[src/rtl/k580vt57_pkg.sv]
// Shared types and constants for the k580vt57 four-channel DMA controller.
package k580vt57_pkg;

  localparam int unsigned NumCh = 4;

  typedef enum logic [2:0] {
    StIdle,
    StHold,
    StS1,
    StS2,
    StS3,
    StS4
  } dma_state_e;

  // Mode register bit positions
  localparam int unsigned ModeEnLsb    = 0;
  localparam int unsigned ModeRot      = 4;
  localparam int unsigned ModeExtw     = 5;
  localparam int unsigned ModeTcStop   = 6;
  localparam int unsigned ModeAutoload = 7;

  // Transfer type held in count[15:14]
  localparam logic [1:0] XferVerify = 2'b00;
  localparam logic [1:0] XferWrite  = 2'b01;
  localparam logic [1:0] XferRead   = 2'b10;

  localparam logic [3:0] RegMode   = 4'd8;
  localparam logic [3:0] RegStatus = 4'd8;

  function automatic logic is_chan_reg(logic [3:0] a);
    return !a[3];
  endfunction

  function automatic logic [1:0] onehot_to_idx(logic [3:0] oh);
    logic [1:0] idx;
    idx = 2'd0;
    for (int i = 0; i < 4; i++) begin
      if (oh[i]) idx = 2'(i);
    end
    return idx;
  endfunction

endpackage

[src/rtl/k580vt57_if.sv]
// CPU register port and DMA bus signals of the k580vt57.
interface k580vt57_if;
  logic [3:0]  iaddr;
  logic [7:0]  idata;
  logic [7:0]  odata;
  logic        iwe_n;
  logic        ird_n;
  logic [3:0]  drq;
  logic [3:0]  dack;
  logic        hrq;
  logic        hlda;
  logic [15:0] oaddr;
  logic        memr_n;
  logic        memw_n;
  logic        ior_n;
  logic        iow_n;
  logic        tc;

  // slave: the DMA controller itself; master: the CPU/system side
  modport slave (
    input  iaddr, idata, iwe_n, ird_n, drq, hlda,
    output odata, dack, hrq, oaddr, memr_n, memw_n, ior_n, iow_n, tc
  );

  modport master (
    output iaddr, idata, iwe_n, ird_n, drq, hlda,
    input  odata, dack, hrq, oaddr, memr_n, memw_n, ior_n, iow_n, tc
  );
endinterface

[src/rtl/dma_prio_arb.sv]
// Four-way priority encoder; fixed (ch0 first) or rotating after the last-serviced channel.
module dma_prio_arb (
  input  logic [3:0] req_i,
  input  logic       rot_i,
  input  logic [1:0] last_i,
  output logic [3:0] gnt_o
);

  logic       found;
  logic [1:0] idx;

  always_comb begin
    gnt_o = '0;
    found = 1'b0;
    idx   = '0;
    for (int i = 0; i < 4; i++) begin
      idx = rot_i ? last_i + 2'(i + 1) : 2'(i);
      if (!found && req_i[idx]) begin
        gnt_o[idx] = 1'b1;
        found      = 1'b1;
      end
    end
  end

endmodule

[src/rtl/k580vt57.sv]
// K580VT57 / i8257-compatible DMA controller: register file, transfer FSM and bus strobes.
module k580vt57
  import k580vt57_pkg::*;
(
  input logic       clk,
  input logic       reset_n,
  k580vt57_if.slave bus
);

  logic [15:0] addr_q [NumCh];
  logic [15:0] addr_d [NumCh];
  logic [15:0] cnt_q  [NumCh];
  logic [15:0] cnt_d  [NumCh];
  logic [7:0]  mode_q, mode_d;
  logic [3:0]  tcf_q, tcf_d;
  logic        upd_q, upd_d;
  logic        ff_q, ff_d;
  logic        we_q, rd_q;
  dma_state_e  state_q, state_d;
  logic [1:0]  act_q, act_d;
  logic        tc_q, tc_d;

  logic        wr_fire, rd_fire, mirror, start, busy;
  logic [1:0]  wch, gnt_idx, typ;
  logic [3:0]  req, gnt;
  logic [15:0] rd_val;

  assign wr_fire = bus.iwe_n & ~we_q;
  assign rd_fire = bus.ird_n & ~rd_q;
  assign wch     = bus.iaddr[2:1];
  assign mirror  = mode_q[ModeAutoload] && (wch == 2'd2);

  // Register file next state: status clear, then S4 update, then CPU write on top
  always_comb begin
    addr_d = addr_q;
    cnt_d  = cnt_q;
    mode_d = mode_q;
    tcf_d  = tcf_q;
    upd_d  = upd_q;
    ff_d   = ff_q;

    if (rd_fire) begin
      if (is_chan_reg(bus.iaddr)) begin
        ff_d = ~ff_q;
      end else if (bus.iaddr == RegStatus) begin
        tcf_d = '0;
        upd_d = 1'b0;
      end
    end

    if (state_q == StS4) begin
      addr_d[act_q] = addr_q[act_q] + 16'd1;
      cnt_d[act_q]  = {cnt_q[act_q][15:14], cnt_q[act_q][13:0] - 14'd1};
      if (tc_q) begin
        tcf_d[act_q] = 1'b1;
        if (mode_q[ModeTcStop]) mode_d[act_q] = 1'b0;
        if (act_q == 2'd2 && mode_q[ModeAutoload]) begin
          addr_d[2] = addr_q[3];
          cnt_d[2]  = cnt_q[3];
          upd_d     = 1'b1;
        end
      end
    end

    if (wr_fire) begin
      if (is_chan_reg(bus.iaddr)) begin
        for (int c = 0; c < NumCh; c++) begin
          if (2'(c) == wch || (c == 3 && mirror)) begin
            if (bus.iaddr[0]) begin
              if (ff_q) cnt_d[c][15:8] = bus.idata;
              else      cnt_d[c][7:0]  = bus.idata;
            end else begin
              if (ff_q) addr_d[c][15:8] = bus.idata;
              else      addr_d[c][7:0]  = bus.idata;
            end
          end
        end
        ff_d = ~ff_q;
      end else if (bus.iaddr == RegMode) begin
        mode_d = bus.idata;
        ff_d   = 1'b0;
      end
    end
  end

  // Enables already reflect a TC-stop clear in this S4, so a stopped channel never bursts on
  assign req = bus.drq & mode_d[ModeEnLsb +: NumCh];

  dma_prio_arb u_arb (
    .req_i  (req),
    .rot_i  (mode_q[ModeRot]),
    .last_i (act_q),
    .gnt_o  (gnt)
  );

  assign gnt_idx = onehot_to_idx(gnt);

  always_comb begin
    state_d = state_q;
    act_d   = act_q;
    tc_d    = tc_q;
    start   = 1'b0;
    unique case (state_q)
      StIdle: if (|req) state_d = StHold;
      StHold: begin
        if (!(|req))       state_d = StIdle;
        else if (bus.hlda) start   = 1'b1;
      end
      StS1: state_d = StS2;
      StS2: state_d = StS3;
      StS3: state_d = StS4;
      StS4: begin
        if (bus.hlda && (|req)) start   = 1'b1;
        else                    state_d = StIdle;
      end
      default: state_d = StIdle;
    endcase
    if (start) begin
      state_d = StS1;
      act_d   = gnt_idx;
      tc_d    = (cnt_d[gnt_idx][13:0] == 14'd0);
    end
  end

  always_ff @(posedge clk) begin
    if (!reset_n) begin
      for (int c = 0; c < NumCh; c++) begin
        addr_q[c] <= '0;
        cnt_q[c]  <= '0;
      end
      mode_q  <= '0;
      tcf_q   <= '0;
      upd_q   <= 1'b0;
      ff_q    <= 1'b0;
      we_q    <= 1'b1;
      rd_q    <= 1'b1;
      state_q <= StIdle;
      act_q   <= 2'd3;
      tc_q    <= 1'b0;
    end else begin
      addr_q  <= addr_d;
      cnt_q   <= cnt_d;
      mode_q  <= mode_d;
      tcf_q   <= tcf_d;
      upd_q   <= upd_d;
      ff_q    <= ff_d;
      we_q    <= bus.iwe_n;
      rd_q    <= bus.ird_n;
      state_q <= state_d;
      act_q   <= act_d;
      tc_q    <= tc_d;
    end
  end

  always_comb begin
    rd_val    = bus.iaddr[0] ? cnt_q[wch] : addr_q[wch];
    bus.odata = '0;
    if (is_chan_reg(bus.iaddr)) begin
      bus.odata = ff_q ? rd_val[15:8] : rd_val[7:0];
    end else if (bus.iaddr == RegStatus) begin
      bus.odata = {3'b000, upd_q, tcf_q};
    end
  end

  assign busy = (state_q == StS1) || (state_q == StS2) || (state_q == StS3) ||
                (state_q == StS4);
  // Mode 11 behaves as verify
  assign typ  = (cnt_q[act_q][15:14] == 2'b11) ? XferVerify : cnt_q[act_q][15:14];

  logic mid, early;
  assign mid   = (state_q == StS2) || (state_q == StS3);
  assign early = (state_q == StS1) && mode_q[ModeExtw];

  assign bus.hrq    = (state_q != StIdle);
  assign bus.dack   = busy ? (4'b0001 << act_q) : 4'b0000;
  assign bus.oaddr  = busy ? addr_q[act_q] : 16'h0000;
  assign bus.tc     = busy & tc_q;
  assign bus.memr_n = !(mid && typ == XferRead);
  assign bus.iow_n  = !((mid || early) && typ == XferRead);
  assign bus.memw_n = !((mid || early) && typ == XferWrite);
  assign bus.ior_n  = !(mid && typ == XferWrite);

endmodule
[src/flat_wrapper.sv]
// flat-port wrapper written by rule: the top's interface ports become plain ports
module k580vt57_flat import k580vt57_pkg::*;
  (clk, reset_n, bus_iaddr, bus_idata, bus_iwe_n, bus_ird_n, bus_drq, bus_hlda, bus_odata, bus_dack, bus_hrq, bus_oaddr, bus_memr_n, bus_memw_n, bus_ior_n, bus_iow_n, bus_tc);
  k580vt57_if bus_i ();
  input logic clk;
  input logic reset_n;
  input wire logic [$bits(bus_i.iaddr)-1:0] bus_iaddr;
  input wire logic [$bits(bus_i.idata)-1:0] bus_idata;
  input wire logic [$bits(bus_i.iwe_n)-1:0] bus_iwe_n;
  input wire logic [$bits(bus_i.ird_n)-1:0] bus_ird_n;
  input wire logic [$bits(bus_i.drq)-1:0] bus_drq;
  input wire logic [$bits(bus_i.hlda)-1:0] bus_hlda;
  output wire logic [$bits(bus_i.odata)-1:0] bus_odata;
  output wire logic [$bits(bus_i.dack)-1:0] bus_dack;
  output wire logic [$bits(bus_i.hrq)-1:0] bus_hrq;
  output wire logic [$bits(bus_i.oaddr)-1:0] bus_oaddr;
  output wire logic [$bits(bus_i.memr_n)-1:0] bus_memr_n;
  output wire logic [$bits(bus_i.memw_n)-1:0] bus_memw_n;
  output wire logic [$bits(bus_i.ior_n)-1:0] bus_ior_n;
  output wire logic [$bits(bus_i.iow_n)-1:0] bus_iow_n;
  output wire logic [$bits(bus_i.tc)-1:0] bus_tc;
  assign bus_i.iaddr = bus_iaddr;
  assign bus_i.idata = bus_idata;
  assign bus_i.iwe_n = bus_iwe_n;
  assign bus_i.ird_n = bus_ird_n;
  assign bus_i.drq = bus_drq;
  assign bus_i.hlda = bus_hlda;
  assign bus_odata = bus_i.odata;
  assign bus_dack = bus_i.dack;
  assign bus_hrq = bus_i.hrq;
  assign bus_oaddr = bus_i.oaddr;
  assign bus_memr_n = bus_i.memr_n;
  assign bus_memw_n = bus_i.memw_n;
  assign bus_ior_n = bus_i.ior_n;
  assign bus_iow_n = bus_i.iow_n;
  assign bus_tc = bus_i.tc;
  k580vt57 u_core (.clk(clk), .reset_n(reset_n), .bus(bus_i));
endmodule
[config.mk]
export PLATFORM = sky130hd
export DESIGN_NAME = k580vt57_flat
export DESIGN_NICKNAME = d
export VERILOG_FILES = /design/src/rtl/k580vt57_pkg.sv /design/src/rtl/k580vt57_if.sv /design/src/rtl/dma_prio_arb.sv /design/src/rtl/k580vt57.sv /design/src/flat_wrapper.sv
export SDC_FILE = /design/constraint.sdc
export NUM_CORES = 1
export LEC_CHECK = 0
export CAP_MARGIN = 20
export CORE_MARGIN = 2
export CORE_UTILIZATION = 63
export CTS_BUF_LIST = sky130_fd_sc_hd__clkbuf_8 sky130_fd_sc_hd__clkbuf_16
export DETAILED_ROUTE_END_ITERATION = 8
export DONT_BUFFER_PORTS = 1
export GPL_TIMING_DRIVEN = 1
export MAX_ROUTING_LAYER = met4
export PLACE_DENSITY = 0.78
export SYNTH_ARGS = -nofsm -noshare
export SYNTH_HDL_FRONTEND = slang
export SYNTH_HIERARCHICAL = 1
export SYNTH_SLANG_ARGS = --single-unit
export TNS_END_PERCENT = 5
[constraint.sdc]
create_clock -name clk -period 11.35 [get_ports clk]
set_input_delay 1.7025 -clock clk [delete_from_list [all_inputs] [get_ports clk]]
set_output_delay 1.7025 -clock clk [all_outputs]
set_load 0.01 [all_outputs]
==> metrics.md, run 1 <==
| Metric | Value |
|---|---|
| Routed Antenna Nets | 0 |
| Leak pwr | 3.99 nW |
| Clk pin slew, worst setup/hold paths | 0.07 ns |
| Finished Cell Area | roughly 11000 um2 |
| Worst path top cell family by delay | compound AO/OA/AOI/OAI gates |
| CP startpoint kind | input port |
| Maxcap violations | 0 |
| Die X-Extent | 132 um |
| Max-slew headroom | roughly 28% |
| Die Span Y | ~130 um |
| TNS Setup | 0 ns |
| Status | complete, no violations |
| Power consumption | 0.00120 W |
| H-tree depth | 4 |
| Final core utilization | between 60% and 70% |
| Ports | between 50 and 60 |
| Mean area per synthesized cell | 8.30 um2 |
| Synth Instances | approximately 1300 |
| Full die area | around 18000 um2 |
| Tcrit/Tclk final | 50.2% |
| Vias in the first global route | approximately 9000 |
| Critical path class | in -> reg |
| Via count | 10000 |
| Largest net degree at the start of global routing | 82 |
| Slew @ Worst Pin | between 1 and 1.5 ns |
| IO Port Bufs | 0 |
| CP endpoint kind | flop |
| Vias per cell | just over 7 |
| Post-CTS Resized | 0 |
| Core area | 16000 um2 |
| Worst path arrival time | slightly above 6 ns |
| Clock root buffer | clkbuf_16 |
| DR iter-0 viols | about 1500 |
| Fin. max-slew vios | 0 |
| First-pass GRT wire length | 52200 um |
| Area taken by multi-input logic gates | between 6000 and 7000 um2 |
| Post-CTS Setup Inserts | 0 |
| F_max | 0.176 GHz |
| Initial Util | approximately 65% |
| Fin crit period | 5.69 ns |
| PwrDens | 109 nW/um2 |
| CTS buffer count | 17 |
| Worst path bufs/invs | 1 |
| Synth warn | 6 |
| Syn Nets | 1275 |
| FP Rows | 46 |
| Skew-Pair Late Insertion Delay | ~0.44 ns |
| CP max FO | 39 |
| TritonCTS clock tree | yes |
| GPL Wtd Cong | around 0.96 |
| Share of cells above drive strength 1 | between 10% and 20% |
| Post-DP HPWL | approximately 22000 um |
| FF/Latch Area | 3010 um2 |
| Clock Skew | 0.00974 ns |
| Slowest cell on the critical path | nand2b_1 |
| Remaining DRCs | 0 |
| Fillers | 1295 |
| Initial antenna violation count | 0 |
| FF-to-FF setup slack | between 6 and 7 ns |
| Final hold violations | 0 |
| Maximum VDD drop | between 100 and 150 uV |
| Placed inst area | 10300 um2 |
| Synth-to-layout area growth | 5.60% |
| CP max stage delay | between 0.4 and 0.5 ns |
| Clock Path Buffers | 2 |
| Post-CTS Hold Fix Bufs | 0 |
| Inserted Diodes | 0 |
| Fin nets | roughly 1200 |
| Final WL | about 34000 um |
| Gr usage total | around 40% |
| Grt total ovfl | 0 |
| 1st-pass router iterations | 6 |
| RSZ-0062 raised after global routing | false |
| Worst hold path class | reg -> reg |
| Post-Syn Area | 10400 um2 |
| Crit-path cells | nor4b_4, nand2b_1, mux2i_1, and2_1, or3b_1, o221ai_2, nor2_1, a311oi_2, a221o_1, inv_1, a21o_1, a211oi_1, nand4_1, a2111oi_1, a22oi_1, o32ai_1, a41o_1 |
| Per-cell routed wire length | about 24 um |
| CTS Sinks | 150 |
| Final setup fails | 0 |
| Req. time, crit path | 11.73 ns |
metrics by stage:
step / cells / hold WS, ns / setup WS, ns
after floorplan: 1252 / 0.443 / 5.90
after global placement: 1368 / 0.458 / 5.50
after global routing: 1403 / 0.505 / 5.48
after CTS: 1400 / 0.474 / 5.79
after detailed placement: 1368 / 0.465 / 5.35
final: 1403 / 0.477 / 5.66
area by class of cell:
class,instances,share of cell area (%)
clock inverters,14,1.89
well taps,216,2.46
clock buffers,18,4.00
flip-flops and latches,150,27.4
inverters,12,0.422
repair buffers,18,1.27
multi-input cells,975,62.6
state kept, by name, indices dropped and copies added, names as in the netlist:
name,count
u_core/addr_q,64
u_core/cnt_q,64
u_core/mode_q,8
u_core/tcf_q,4
u_core/state_q,3
u_core/act_q,2
u_core/ff_q,1
u_core/rd_q,1
u_core/tc_q,1
u_core/upd_q,1
u_core/we_q,1
worst register-to-register path, cell delays in order, from the launching register on:
cell and delay [ns]:
dfxtp_1 0.68, nand2_1 0.22, o41ai_1 0.39, mux2i_1 0.13, and2_1 0.27, or3b_1 0.41
o221ai_2 0.21, nor2_1 0.09, a311oi_2 0.32, a221o_1 0.24, inv_1 0.05, a21o_1 0.25
a211oi_1 0.21, nand4_1 0.14, a2111oi_1 0.38, a22oi_1 0.17, o32ai_1 0.32, a41o_1 0.12
path summary, 6_finish.rpt:
path                            to  depth (start not counted)              from
hold / removal    u_core/cnt_q[63]                          2  u_core/cnt_q[63]
hold reg to reg   u_core/cnt_q[63]                          2  u_core/cnt_q[63]
setup reg to reg       u_core/tc_q                         17       u_core/tc_q
setup / recovery       u_core/tc_q                         17      bus_iaddr[1]
placed cells by master (no fill, tap or decap), types with 5 or more instances in the layout:
| cell | count |
|---|---|
| a211oi_1 | 91 |
| a21o_1 | 5 |
| a21oi_1 | 134 |
| a221o_1 | 6 |
| a22oi_1 | 7 |
| a31oi_1 | 7 |
| and2_1 | 41 |
| and3_1 | 11 |
| buf_4 | 17 |
| bufinv_16 | 5 |
| clkbuf_16 | 17 |
| clkinv_2 | 5 |
| dfxtp_1 | 148 |
| inv_1 | 12 |
| mux2_2 | 5 |
| mux2i_1 | 24 |
| mux4_1 | 7 |
| mux4_2 | 60 |
| nand2_1 | 80 |
| nand2b_1 | 14 |
| nand3_1 | 18 |
| nand3b_1 | 6 |
| nand4_1 | 9 |
| nor2_1 | 239 |
| nor2b_1 | 11 |
| nor3_1 | 21 |
| nor3_2 | 7 |
| nor3b_1 | 5 |
| o211ai_1 | 14 |
| o21ai_0 | 27 |
| o22ai_1 | 6 |
| o31a_1 | 5 |
| or3_1 | 10 |
| xnor2_1 | 10 |
| xor2_1 | 19 |
report_power, final:
| group | leakage, nW | switching (W) | internal (W) |
|---|---|---|---|
| Combinational | 2.46 | 0.0000211 | 0.0000148 |
| Sequential | 1.21 | 0.00000311 | 0.000528 |
| Clock | 0.321 | 0.000237 | 0.000394 |
per-layer routing:
metal	global-route usage, %	part of all wire, %
met1	51.8	39
met2	58.5	45
met4	18.9	4.7
met3	8.43	12
met5	-	0
(Power assumes the default switching activity.)
==> run 2: changes to the inputs <==
--- a/config.mk
+++ b/config.mk
@@ -7,13 +7,13 @@
 export LEC_CHECK = 0
 export CAP_MARGIN = 20
 export CORE_MARGIN = 2
-export CORE_UTILIZATION = 63
+export CORE_UTILIZATION = 59
 export CTS_BUF_LIST = sky130_fd_sc_hd__clkbuf_8 sky130_fd_sc_hd__clkbuf_16
 export DETAILED_ROUTE_END_ITERATION = 8
 export DONT_BUFFER_PORTS = 1
 export GPL_TIMING_DRIVEN = 1
 export MAX_ROUTING_LAYER = met4
-export PLACE_DENSITY = 0.78
+export PLACE_DENSITY = 0.77
 export SYNTH_ARGS = -nofsm -noshare
 export SYNTH_HDL_FRONTEND = slang
 export SYNTH_HIERARCHICAL = 1
==> constraint.sdc (replaced) <==
create_clock -name clk -period 4.8 [get_ports clk]
set_input_delay 0.72 -clock clk [delete_from_list [all_inputs] [get_ports clk]]
set_output_delay 0.72 -clock clk [all_outputs]
set_load 0.01 [all_outputs]
==> run 2 against run 1 <==
- clock power is 130% higher
- wire length is 3.8% higher
- sequential power is 140% higher
- global-route usage is 0.43 points lower
- utilization is 4.3 points lower
- sequential cell count stayed put
==> metrics.md, run 2 (synthesis results as in run 1) <==
| Metric | Value |
|---|---|
| Synth-to-layout area growth | 6.56% |
| Critical path class | reg -> reg |
| HP Start | reset_n |
| Largest net degree at the start of global routing | 74 (-9.8%) |
| Finished Layout Cells | 1425 (+1.6%) |
| Req. time, crit path | 5.17 ns (-6.56 ns) |
| Clock Skew | 0.00910 ns (-0.000645 ns) |
| Fillers | 1447 (+12%) |
| Gr usage total | 39.1% (-0.43 points) |
| Hold Path Sink | u_core/act_q[1] |
| 1st-pass router iterations | 6 (unchanged) |
| Skew-Pair Late Insertion Delay | 0.44 ns (about the same) |
| Via count | 10300 (+2.5%) |
| Worst r2r src | u_core/state_q[0] |
| Max-slew headroom | 26.6% (-1.2 points) |
| Routed Antenna Nets | 0 (unchanged) |
| Die X-Extent | 137 um (+3.2%) |
| Initial Util | 60.3% (-4.7 points) |
| Placed cell count | 1390 (+1.6%) |
| First-pass GRT wire length | 53400 um (+2.4%) |
| Die Span Y | 137 um (+3.2%) |
| Final setup fails | 0 (unchanged) |
| Post-DP HPWL | 22600 um (+3.6%) |
| CP startpoint kind | flop |
| RSZ-0062 raised after global routing | false |
| Ports | 55 (unchanged) |
| Post-CTS Resized | 0 (unchanged) |
| Clock Path Buffers | 2 (unchanged) |
| FP Rows | 48 (+4.3%) |
| Clock root buffer | clkbuf_16 |
| Per-cell routed wire length | 24.7 um (+2.2%) |
| Vias in the first global route | 9512 (+4.2%) |
| Status | complete, no violations |
| Top flop regs | u_core/addr_q: 64 flops, u_core/cnt_q: 64 flops, u_core/mode_q: 8 flops |
| PwrDens | 253 nW/um2 (+130%) |
| Final hold violations | 0 (unchanged) |
| CP max FO | 13 (-67%) |
| Tcrit/Tclk final | between 90% and 100% |
| Share of cells above drive strength 1 | 13.8% (+0.94 points) |
| Fin nets | 1210 (+1.1%) |
| IO Port Bufs | 0 (unchanged) |
| Fin crit period | 4.34 ns |
| DR iter-0 viols | 1511 (+1.3%) |
| Slew @ Worst Pin | 1.10 ns (+0.0160 ns) |
| Worst R2R End | u_core/tc_q |
| Initial antenna violation count | 0 (unchanged) |
| Worst hold path class | in -> reg |
| Power consumption | 0.00280 W (+130%) |
| Remaining DRCs | 0 (unchanged) |
| Leak pwr | 4.04 nW (+1.2%) |
| Hold Crit Depth | 1 (-1) |
| GPL Wtd Cong | 1.00 (+4.9%) |
| Commonest non-fill, non-tap cell in the layout | nor2_1 |
| Most frequent cells in the layout | 239 x nor2_1, 148 x dfxtp_1, 134 x a21oi_1, 91 x a211oi_1, 80 x nand2_1 |
| Inserted Diodes | 0 (unchanged) |
| Worst path arrival time | 4.71 ns (-1.36 ns) |
| Final hold slack | 0.352 ns (-0.125 ns) |
| Maxcap violations | 0 (unchanged) |
| Final core utilization | 64.3% (-4.3 points) |
| Grt total ovfl | 0 (unchanged) |
| FF-to-FF setup slack | 0.46 ns (-6.23 ns) |
| CP endpoint kind | flop |
| H-tree depth | 4 (unchanged) |
| Core area | 17200 um2 (+7.7%) |
| Depth of the most critical reg-to-reg path | 17 (unchanged) |
| Vias per cell | 7.22 (+0.91%) |
| Maximum VDD drop | 245 uV (+120%) |
| Clk pin slew, worst setup/hold paths | 0.06 ns (about the same) |
| Fin. max-slew vios | 0 (unchanged) |
| TNS Setup | 0 ns (unchanged) |
| Full die area | 18700 um2 (+6.6%) |
| CTS buffer count | 17 (unchanged) |
| TritonCTS clock tree | yes |
| CTS Sinks | 150 (unchanged) |
| Final WL | 35100 um (+3.8%) |
| F_max | around 0.23 GHz |
[run 2: critical path, cell delays in order, from the launching register on]
cell,delay (ns)
dfxtp_1,0.56
nand2b_1,0.15
o41ai_1,0.30
mux2i_1,0.14
and2_1,0.26
or3b_1,0.40
o221ai_2,0.22
nor2_1,0.09
a311oi_2,0.33
a221o_1,0.24
inv_1,0.05
a21o_1,0.25
a211oi_1,0.21
nand4_1,0.13
a2111oi_1,0.36
a22oi_1,0.16
o32ai_1,0.30
a41o_1,0.13
[run 2: worst max path at each step]
stage                 startpoint           to  slack (ns)  depth (start not counted)
2_1_floorplan       bus_iaddr[0]  u_core/tc_q        0.58                         18
3_3_place_gp        bus_iaddr[0]  u_core/tc_q        0.28                         17
3_5_place_dp        bus_iaddr[0]  u_core/tc_q        0.18                         17
4_1_cts        u_core/state_q[0]  u_core/tc_q        0.53                         17
5_1_grt        u_core/state_q[0]  u_core/tc_q        0.11                         17
6_report       u_core/state_q[0]  u_core/tc_q        0.46                         17
[run 2: where the power goes]
part / switching, W / internal (W) / total [W]
clock network: 0.000571 / 0.000879 / 0.00145
logic: 0.0000517 / 0.0000384 / 0.0000901
registers: 0.00000734 / 0.00125 / 0.00126
[run 2: repair_timing]
item                       in CTS  in global routing
hold buffers                    0                  0
buffers inserted                0                  1
setup endpoints to repair       0                  1
hold endpoints to repair        0                  0
[run 2: area by class of cell]
cell class / count / area (um2) / area share [%]
Inverter: 12 / 46.3 / 0.418
Clock inverter: 14 / 183 / 1.65
Tap cell: 225 / 282 / 2.54
Timing Repair Buffer: 31 / 253 / 2.28
Sequential cell: 150 / 3010 / 27.1
Clock buffer: 18 / 439 / 3.96
Multi-Input combinational cell: 975 / 6870 / 62.0
[run 2: stage by stage]
stage | worst slack [ns] | cell area (um2)
2_1_floorplan | 0.579 | 10400
3_3_place_gp | 0.281 | 10400
3_5_place_dp | 0.176 | 10400
4_1_cts | 0.528 | 11000
5_1_grt | 0.106 | 11100
6_report | 0.460 | 11100
[run 2: metal layers]
metal  global-route usage [%]  wire [um]  share of wire, %  up-vias
met5                        -          0                 0        -
met2                     58.0      15600                44      794
met1                     48.7      13100                37     4852
met4                     22.6       2170               6.2        0
li1                         -          -                 -     4479
met3                     9.30       4240                12      161
==> run 3: changes to the inputs <==
--- a/config.mk
+++ b/config.mk
@@ -5,15 +5,16 @@
 export SDC_FILE = /design/constraint.sdc
 export NUM_CORES = 1
 export LEC_CHECK = 0
+export ABC_AREA = 1
 export CAP_MARGIN = 20
 export CORE_MARGIN = 2
-export CORE_UTILIZATION = 59
+export CORE_UTILIZATION = 50
 export CTS_BUF_LIST = sky130_fd_sc_hd__clkbuf_8 sky130_fd_sc_hd__clkbuf_16
 export DETAILED_ROUTE_END_ITERATION = 8
 export DONT_BUFFER_PORTS = 1
 export GPL_TIMING_DRIVEN = 1
 export MAX_ROUTING_LAYER = met4
-export PLACE_DENSITY = 0.77
+export PLACE_DENSITY = 0.67
 export SYNTH_ARGS = -nofsm -noshare
 export SYNTH_HDL_FRONTEND = slang
 export SYNTH_HIERARCHICAL = 1
==> run 3 against run 2 <==
- wire length up 43%
- first-iteration DRC count up 32%
- clock skew up 0.0055 ns
==> metrics.md, run 3 <==
| Metric | Value |
|---|---|
| Final hold slack | 0.341 ns (-0.0116 ns) |
| Post-CTS Setup Inserts | 0 (unchanged) |
| Clock Path Buffers | 2 (unchanged) |
| Worst hold path class | in -> reg |
| Slowest cell on the critical path | inv_1 |
| Flop pwr share | 43.2% (-1.7 points) |
| RSZ-0062 raised after global routing | false |
| Core area | 22400 um2 (+30%) |
| CP endpoint kind | flop |
| Clock power frac | 51.2% (-0.7 points) |
| Vias per cell | 6.29 (-13%) |
| CTS buffer count | 17 (unchanged) |
| Final WL | 50100 um (+43%) |
| CP max FO | 44 (+31) |
| GRT Max-Usage Layer | met2 |
| Pre-CTS setup slack | 1.03 ns (+0.849 ns) |
| Per-cell routed wire length | 23.1 um (-6.4%) |
| Combinational share of power | 5.6% (+2.4 points) |
| Maximum VDD drop | 206 uV (-16%) |
| CP max stage delay | 0.74 ns (+0.18 ns) |
| Leak pwr | 4.82 nW (+19%) |
| Commonest non-fill, non-tap cell in the layout | nand2_1 |
| Gr usage total | 42.3% (+3.3 points) |
| First-pass GRT wire length | 74600 um (+40%) |
| F_max | 0.265 GHz (+15%) |
| Most frequent cells in the layout | 578 x nand2_1, 223 x inv_1, 181 x nor2_1, 163 x nand3_1, 149 x dfxtp_1 |
| Maxcap violations | 0 (unchanged) |
| Met2 usage | 63.6% (+5.6 points) |
| CTS Sinks | 150 (unchanged) |
| Clock Skew | 0.0146 ns (+0.00551 ns) |
| Met1 GRT Util | 52.0% (+3.2 points) |
| Critical path class | reg -> reg |
| Worst R2R End | u_core/tc_q |
| CP startpoint kind | flop |
| Crit-path cells | nand3_2, nor2_4, buf_4, inv_1, o21ai_0, o21ai_0, nor2_1, nand3_1, nor2_1, nand2_1, nand2_1, nand2_1, nor2_1, nand2_1, nand3_1 |
| Vias in the first global route | 12600 (+32%) |
| Remaining DRCs | 0 (unchanged) |
| Slew @ Worst Pin | 1.21 ns (+0.114 ns) |
| Routed Antenna Nets | 0 (unchanged) |
| Req. time, crit path | 5.18 ns (about the same) |
| Ports | 55 (unchanged) |
| Worst r2r src | u_core/state_q[0] |
| H-tree depth | 4 (unchanged) |
| DR iter-0 viols | 1987 (+32%) |
| Tcrit/Tclk final | 78.6% (-12 points) |
| 1st-pass router iterations | 8 (+2) |
| Clk pin slew, worst setup/hold paths | 0.07 ns (about the same) |
| Post-CTS Resized | 0 (unchanged) |
| Mean area per synthesized cell | 5.89 um2 (-29%) |
| Skew-Pair Late Insertion Delay | 0.44 ns (about the same) |
| Status | complete, no violations |
| FF-to-FF setup slack | 1.03 ns (+0.57 ns) |
| Grt total ovfl | 0 (unchanged) |
| Initial antenna violation count | 1 (+1) |
| Critical path's most frequent cell | nand2_1 |
| Global routing usage on met3 | 12.1% (+2.8 points) |
| Fin nets | 1895 (+57%) |
| HP Start | reset_n |
| Hold Path Sink | u_core/we_q |
| Fin crit period | 3.77 ns (-0.567 ns) |
| Full die area | 23800 um2 (+28%) |
| Share of cells above drive strength 1 | 7.43% (-6.3 points) |
| Die X-Extent | 154 um (+13%) |
| IO Port Bufs | 0 (unchanged) |
| Depth of the most critical reg-to-reg path | 15 (-2) |
| Initial Util | 50.4% (-9.9 points) |
| Hold Crit Depth | 1 (unchanged) |
| FP Rows | 55 (+15%) |
| Syn Nets | 1945 (+53%) |
| Post-CTS Hold Fix Bufs | 0 (unchanged) |
| Via count | 13700 (+33%) |
| Die Span Y | 154 um (+13%) |
| TNS Setup | 0 ns (unchanged) |
| Synth-to-layout area growth | 6.49% (about the same) |
| Final hold violations | 0 (unchanged) |
| Max-slew headroom | 19.3% (-7.3 points) |
| Worst path arrival time | 4.15 ns (-0.56 ns) |
| Switching power | 0.000780 W (+24%) |
| Post-Syn Area | 11300 um2 (+8.8%) |
| Largest net degree at the start of global routing | 87 (+18%) |
| Fin. max-slew vios | 0 (unchanged) |
| Top flop regs | u_core/addr_q: 64 flops, u_core/cnt_q: 64 flops, u_core/mode_q: 8 flops |
| Synth Instances | 1922 (+54%) |
| Power Internal | 0.00212 W (-2.0%) |
| GPL Wtd Cong | 1.03 (+2.6%) |
| Net Sw Frac | 26.9% (+4.3 points) |
| TritonCTS clock tree | yes |
| Synth warn | 6 (unchanged) |
| Post-DP HPWL | 34200 um (+51%) |
| Final WS setup | 1.03 ns (+0.567 ns) |
| Clock root buffer | clkbuf_16 |
| PwrDens | 241 nW/um2 (-4.6%) |
| Final setup fails | 0 (unchanged) |
run 3: through the flow:
step,std cells,utilization [%],area [um2],power [W]
floorplan,1922,-,11300,0.00139
global placement,2138,50.9,11400,0.00143
detailed placement,2138,50.9,11400,0.00143
CTS,2170,53.7,12000,0.00290
global route,2171,53.7,12000,0.00297
finish,2172,53.7,12000,0.00290
run 3: critical path: cells and delay by family (launching register included):
family,cells,cell delay (ns)
AOI/OAI and AO/OA,2,0.48
and+or+nand+nor,11,1.50
buffers and inverters,2,1.30
DFF,1,0.42
run 3: area by class of cell:
type | instances | area [um2]
Inverter | 240 | 903
Clock inverter | 15 | 205
Antenna cell | 2 | 5.00
Clock buffer | 17 | 425
Sequential cell | 150 | 3000
Multi-Input combinational cell | 1439 | 6970
Tap cell | 285 | 357
Fill cell | 2350 | 10400
Timing Repair Buffer | 24 | 180
run 3: power by group through the flow:
stage / combinational (W) / sequential (W) / clock [W]
after floorplan: 0.000104 / 0.00128 / 0
after global placement: 0.000151 / 0.00128 / 0
after detailed placement: 0.000151 / 0.00128 / 0
after CTS: 0.000152 / 0.00125 / 0.00149
after global routing: 0.000165 / 0.00125 / 0.00155
final: 0.000162 / 0.00125 / 0.00149
run 3: worst max path at each step:
| stage | endpoint | slack (ns) | startpoint | cells after the start |
|---|---|---|---|---|
| 6_report | u_core/tc_q | 1.03 | u_core/state_q[0] | 15 |
| 5_1_grt | u_core/tc_q | 0.73 | u_core/act_q[1] | 30 |
| 4_1_cts | u_core/tc_q | 1.19 | u_core/act_q[1] | 30 |
| 3_5_place_dp | u_core/tc_q | 1.03 | bus_iaddr[1] | 30 |
| 3_3_place_gp | u_core/tc_q | 1.07 | bus_iaddr[2] | 30 |
| 2_1_floorplan | u_core/tc_q | 1.51 | bus_iaddr[0] | 30 |
run 3: routing by layer:
layer	vias to the layer above	wire, um
met5	-	0
met4	0	3070
met3	238	6790
met2	1000	21200
met1	6164	19100
li1	6253	-
